File: config.mk
export PLATFORM = sky130hd
export DESIGN_NAME = sorted_loader
export DESIGN_NICKNAME = d
export VERILOG_FILES = /design/src/rtl/sorted_loader_pkg.sv /design/src/rtl/sorted_loader.sv
export SDC_FILE = /design/constraint.sdc
export NUM_CORES = 1
export LEC_CHECK = 0
export BUFFER_PORTS_ARGS = -buffer_cell sky130_fd_sc_hd__buf_2
export CAP_MARGIN = 20
export CORE_ASPECT_RATIO = 0.9
export CORE_MARGIN = 2
export CORE_UTILIZATION = 50
export DETAILED_ROUTE_END_ITERATION = 6
export MAX_ROUTING_LAYER = met4
export PLACE_DENSITY = 0.72
export REMOVE_ABC_BUFFERS = 1
export SLEW_MARGIN = 25
export SYNTH_ARGS = -nofsm -noshare
export SYNTH_HDL_FRONTEND = slang
export SYNTH_SLANG_ARGS = --single-unit
File: constraint.sdc
create_clock -name clk -period 6.4 [get_ports clk]
set_clock_uncertainty 0.2 [all_clocks]
set_input_delay 0.96 -clock clk [delete_from_list [all_inputs] [get_ports clk]]
set_output_delay 0.96 -clock clk [all_outputs]
set_load 0.02 [all_outputs]
File: src/rtl/sorted_loader_pkg.sv
// Shared constants and state type for the sorted loader and the binary-search datapath.
package sorted_loader_pkg;

    localparam int DW    = 8;
    localparam int AW    = 5;
    localparam int DEPTH = 32;

    localparam logic [DW-1:0] FILL_VAL = 8'hFF;

    typedef enum logic {
        IDLE = 1'b0,
        SCAN = 1'b1
    } state_t;

endpackage

File: src/rtl/sorted_loader.sv
// Insertion-sort loader for the 32x8 search memory, one shift per cycle.
// Optional duplicate discard is enabled by defining SORTED_LOADER_DEDUP_EN.
module sorted_loader
    import sorted_loader_pkg::*;
(
    input  logic          clk,
    input  logic          clr,
    input  logic [DW-1:0] in_data,
    input  logic          in_valid,
    output logic          in_ready,
    input  logic [AW-1:0] Addr,
    output logic [DW-1:0] Data,
    output logic [AW:0]   count,
    output logic          busy,
    output logic          full,
    output logic          dup_drop
);

    state_t        state, state_next;
    logic [DW-1:0] mem [DEPTH];
    logic [DW-1:0] v_reg;
    logic [AW:0]   j;
    logic [AW-1:0] jm1_idx;
    logic          shift;
    logic          accept;

    assign full     = (count == (AW+1)'(DEPTH));
    assign in_ready = (state == IDLE) && !full;
    assign busy     = (state == SCAN);
    assign Data     = mem[Addr];

    // j never reaches DEPTH while scanning, so the low AW bits index the array directly.
    assign jm1_idx = AW'(j - (AW+1)'(1));
    assign shift   = (j != '0) && (mem[jm1_idx] > v_reg);

`ifdef SORTED_LOADER_DEDUP_EN
    logic is_dup;
    logic drop;
    logic dup_drop_q;

    always_comb begin
        is_dup = 1'b0;
        for (int i = 0; i < DEPTH; i++) begin
            if ((i < int'(count)) && (mem[i] == in_data)) is_dup = 1'b1;
        end
    end

    always_comb begin
        state_next = state;
        accept     = 1'b0;
        drop       = 1'b0;
        case (state)
            IDLE: begin
                if (in_valid && in_ready) begin
                    if (is_dup) begin
                        drop = 1'b1;
                    end else begin
                        accept     = 1'b1;
                        state_next = SCAN;
                    end
                end
            end
            SCAN: begin
                if (!shift) state_next = IDLE;
            end
            default: state_next = IDLE;
        endcase
    end

    always_ff @(posedge clk) begin
        if (clr) dup_drop_q <= 1'b0;
        else     dup_drop_q <= drop;
    end

    assign dup_drop = dup_drop_q;
`else
    always_comb begin
        state_next = state;
        accept     = 1'b0;
        case (state)
            IDLE: begin
                if (in_valid && in_ready) begin
                    accept     = 1'b1;
                    state_next = SCAN;
                end
            end
            SCAN: begin
                if (!shift) state_next = IDLE;
            end
            default: state_next = IDLE;
        endcase
    end

    assign dup_drop = 1'b0;
`endif

    always_ff @(posedge clk) begin
        if (clr) state <= IDLE;
        else     state <= state_next;
    end

    // Scan walks downward from count, moving larger entries up until the slot for v_reg is found.
    always_ff @(posedge clk) begin
        if (clr) begin
            for (int i = 0; i < DEPTH; i++) mem[i] <= FILL_VAL;
            count <= '0;
            v_reg <= '0;
            j     <= '0;
        end else begin
            if (accept) begin
                v_reg <= in_data;
                j     <= count;
            end
            if (state == SCAN) begin
                if (shift) begin
                    mem[j[AW-1:0]] <= mem[jm1_idx];
                    j              <= j - (AW+1)'(1);
                end else begin
                    mem[j[AW-1:0]] <= v_reg;
                    count          <= count + (AW+1)'(1);
                end
            end
        end
    end

endmodule

# Word level (Yosys, flattened, before mapping)
# Memories as Yosys holds them, arrays and structs flattened.
# Index checks and enable logic that the tools add are counted.
[classes]
addsub = 2
magnitude_cmp = 1
eq_ne = 1
mux = 20
bitwise = 3
n_reduce_logical = 7
[op_table]
columns = ["cell", "n"]
rows = [
  ["6-bit two-way mux", 3],
  ["8-bit two-way mux", 2],
  ["1-bit two-way mux", 13],
  ["8-bit greater-than comparator", 1],
  ["8-bit OR reduction", 1],
  ["6-bit by 1-bit adder with 6-bit output (second input constant)", 1],
  ["6-bit == test (second input constant)", 1],
  ["6-bit nonzero test", 1],
  ["6-bit by 1-bit subtractor with 6-bit output (second input constant)", 1],
  ["5-bit two-way mux", 1],
  ["1-bit logical AND", 3],
  ["1-bit inverter", 2],
  ["1-bit case mux with 2 select lines", 1],
  ["2-bit AND reduction", 1],
  ["1-bit logical NOT", 1],
  ["1-bit OR", 1],
]
[word_totals]
register_bits = 21
mem_bits_rw = 256
in_bits = 16
output_inout_bits = 18
memories = 1
[memory_table]
columns = ["name", "words", "width", "rd", "rd_clocked_by_memory_dff", "wr", "line_no", "text"]
rows = [
  ["mem", 32, 8, 2, 0, 32, "sorted_loader.sv:20", "logic [DW-1:0] mem [DEPTH];"],
]

# Logic depth before layout (Yosys ltp)
# An unclocked memory read counts as a cell.
[depth]
depth_word = 11
mapped_depth = 21
depth_no_buf = 14

# Worst setup path after synthesis
# OpenSTA, ideal clock, no wires.
[synth_timing]
path_type = "register -> register"
from = "register j[0]"
to = "memory mem[10][1], data pin"
setup_ns = 0.279
arrival_time_ns = 4.157
t_required_ns = 5.921
setup_slack_ns = 1.764
path_stages_with_launch = 21
path_buffers = 7
cell_sequence = "dfxtp_1 -> buf_4 -> buf_6 -> buf_4 -> inv_1 -> ha_1 -> buf_4 -> buf_2 -> mux4_2 -> mux2_2 -> a31oi_1 -> a2111oi_2 -> ha_1 -> nor2b_1 -> o211ai_1 -> a21boi_0 -> o221ai_1 -> buf_2 -> nand3_1 -> clkbuf_1 -> nand3_1"
[synth_lines]
columns = ["item", "line_no", "text"]
rows = [
  ["start: declaration", "sorted_loader.sv:22", "logic [AW:0] j;"],
  ["start signal: assignment", "sorted_loader.sv:112", "j <= count;"],
  ["start signal: assignment", "sorted_loader.sv:117", "j <= j - (AW+1)'(1);"],
  ["end: declaration", "sorted_loader.sv:20", ""],
]

==> results.toml <==
[run_status]
outcome = "complete, but fails checks"
failed_checks = "DRC"

[placed_design]
portBuffers = 32
pre_cts_ws_ns = 0.996
dpl_cell_area_mm2 = 0.0159
dp_cells = 1493
routabilityCongestion = 0.918
hpwl_um = 28600

[clocking]
clk_pin_slew_worst_paths_ns = 0.07
clock_sinks = 277
htree_levels = 1
ctsHoldBuffers = 0
cts.repair.resized = 0
root_buffer = "clkbuf_16"
insertion_delay_ns = 0.59
cts_setup_buffers = 0
numCtsBuffers = 30
cts_tree = "built"
cts.path.max_buffers = 3

[synthesis]
synthCells = 1120
synth_top_area_share_pct = 50.0
synth.most_common_cell = "nand3_1"
synthDistinctLibCells = 55
ys.flop_type = "edfxtp_1"
synthTopCellsByArea = "edfxtp_1, mux4_2, nand3_1"
yosys_warnings = 0
async_reset_ff_share_pct = 0
ys_ff_latch = 277
synthTopCellsByCount = "nand3_1, edfxtp_1, mux4_2"
syn-cell-area_mm2 = 0.0154
yosysTopAreaCell = "edfxtp_1"
seq_area_frac_synth_pct = 52.7
synth-edff-count = 256
syn_area_per_cell_um2 = 13.7

[floorplan]
fp.dieArea_mm2 = 0.0322
io_pins = 34
fp-row-count = 60
die_h_um = 170
die_x_um = 189
core_mm2 = 0.0301
start_util_pct = 51.1

[global_route]
grt_max_degree = 65
antenna_found_initial = 1
grt_pass1_wl_um = 66700
grt_util_all_layers_pct = 28.6
grt_pass1_vias = 10429
grt_remaining_overflow = 0

[pwr]
combPwrFrac_pct = 21.1
power_density_mw_per_mm2 = 283
pwr-share-clk_pct = 36.9
switching_share_pct = 30.9
power.internal_w = 0.00330
power_w = 0.00478
p_leak_nw = 4.20
switchingPower_w = 0.00148
pwr-share-seq_pct = 42.1
ir_worst_vdd_mv = 0.239

[drt]
drt-total-wl_um = 43600
drc = 2
viasPerCell = 7.02
first_pass_iters = 7
drtAntennaViolNets = 0
drt_iter0_markers = 1621
vias = 10868
wire_per_inst_um = 28.1

[sta]
final-hold-violation-count = 0
period_minus_slack_ns = 5.51
fin_crit_sh_pct = 86.1
layout_setup_ws_ns = 0.892
rsz0062_at_grt = "false"
maxSlewHeadroom_pct = 38.5
tightest_slew_ns = 0.915
drv_slew = 0
finalSetupViolCount = 0
max_freq_mhz = 182
finalSetupTns_ns = 0

[setup_path]
critical_path.startpoint_type = "flop"
critPathCaptureType = "flop"
worst-path-max-fanout = 34
cp_common_cell = "buf_4"
rrSetupSlack_ns = 0.89
worstSetupPathType = "flop to flop"
crit_chain = "buf_4 -> buf_4 -> mux4_2 -> mux2_2 -> a31oi_1 -> a2111oi_2 -> ha_1 -> a21o_1 -> a211o_1 -> o221a_4 -> o21ai_2 -> buf_4 -> nand3_1"
critPathArrivalTime_ns = 5.57
crit_slowest_cell = "buf_4"
required_ns = 6.47
slowest_delay_ns = 0.69

[run]
maxCapViolCount = 0

[finish]
n_fill_cell = 2356
largest_reg_flops = 256
postLayoutCellArea_mm2 = 0.0169
layout.nets = 1153
drive_above_1_share_pct = 29.9
synthToLayoutAreaGrowth_pct = 9.94
instances_no_fill = 1549

[min_path]
hold_class = "flop to flop"
==> cell families (layout without fill, tap and decap cells) <==
family	Yosys count	in the layout	share of synthesized area (%)
xor+xnor	4	4	0.350
mux	175	175	23.3
other cells	1	2	0.0244
fa+ha+maj	15	15	1.22
compound gates	80	80	4.11
buf+inv	127	152	4.08
flops	277	277	52.7
simple gates	441	441	14.2
==> worst paths after layout <==
path | startpoint | cells past startpoint | endpoint
worst min register to register | v_reg[4] | 2 | v_reg[4]
worst min-delay path | v_reg[4] | 2 | v_reg[4]
worst max-delay path | j[0] | 13 | mem[5][6]
worst max register to register | j[0] | 13 | mem[5][6]
==> through the flow <==
step                hold slack (ns)  util (%)
CTS                           0.281      56.1
floorplan                     0.244         -
finish                        0.285      56.2
global route                  0.320      56.2
detailed placement            0.270      52.9
global placement              0.265      52.9
==> cells in the final DEF (no fill, tap or decap), types with 3 or more instances in the layout <==
cell type	netlist	layout
a2111oi_2	6	6
or2_2	32	32
inv_1	17	17
nor2_1	39	39
nand3_1	281	281
a31oi_1	18	18
a21oi_1	16	16
mux2i_1	8	8
clkbuf_16	0	30
dfxtp_1	21	20
edfxtp_1	256	256
bufinv_16	0	4
buf_12	0	5
mux2_2	23	23
nor3_1	4	3
buf_2	37	31
nand2b_1	5	5
clkbuf_1	46	6
nand2_1	51	51
o21ai_0	6	6
a21o_1	3	3
and3_1	8	8
clkinv_1	0	8
nand4_1	4	4
nand3b_1	3	3
buf_4	11	44
clkinv_2	0	4
o21ai_2	8	8
ha_1	15	14
or3_1	6	6
nor2b_1	5	5
mux4_2	144	144
==> per-layer routing <==
metal / track usage [%] / vias to the layer above / wire length (um)
li1: - / 4477 / -
met4: 10.1 / 0 / 1810
met2: 41.8 / 801 / 19600
met5: - / - / 0
met3: 5.28 / 122 / 5480
met1: 40.6 / 5468 / 16700
==> power by group through the flow <==
stage	registers [W]	logic (W)	clock network (W)
final	0.00201	0.00101	0.00176
after global routing	0.00201	0.00106	0.00182
after floorplan	0.00207	0.000555	0
after CTS	0.00201	0.000981	0.00176
after detailed placement	0.00205	0.000977	0
after global placement	0.00205	0.000961	0
==> layout make-up <==
type	count	area [um2]	share of cell area, %
clock buffer	36	773	4.57
multi-input combinational	716	6650	39.3
timing repair buffer	80	586	3.46
clock inverter	19	216	1.28
inverter	17	63.8	0.377
antenna	1	2.50	0.0148
tap	403	504	2.98
sequential	277	8110	48.0
==> critical path: cells and delay by family (launching register included) <==
kind            cells  cell delay [ns]
mux                 2             0.55
buf+inv             3             1.58
flops               1             0.43
fa+ha+maj           1             0.38
simple gates        1             0.16
compound gates      6             1.83
Note: power is estimated with default switching activity, not from simulation.
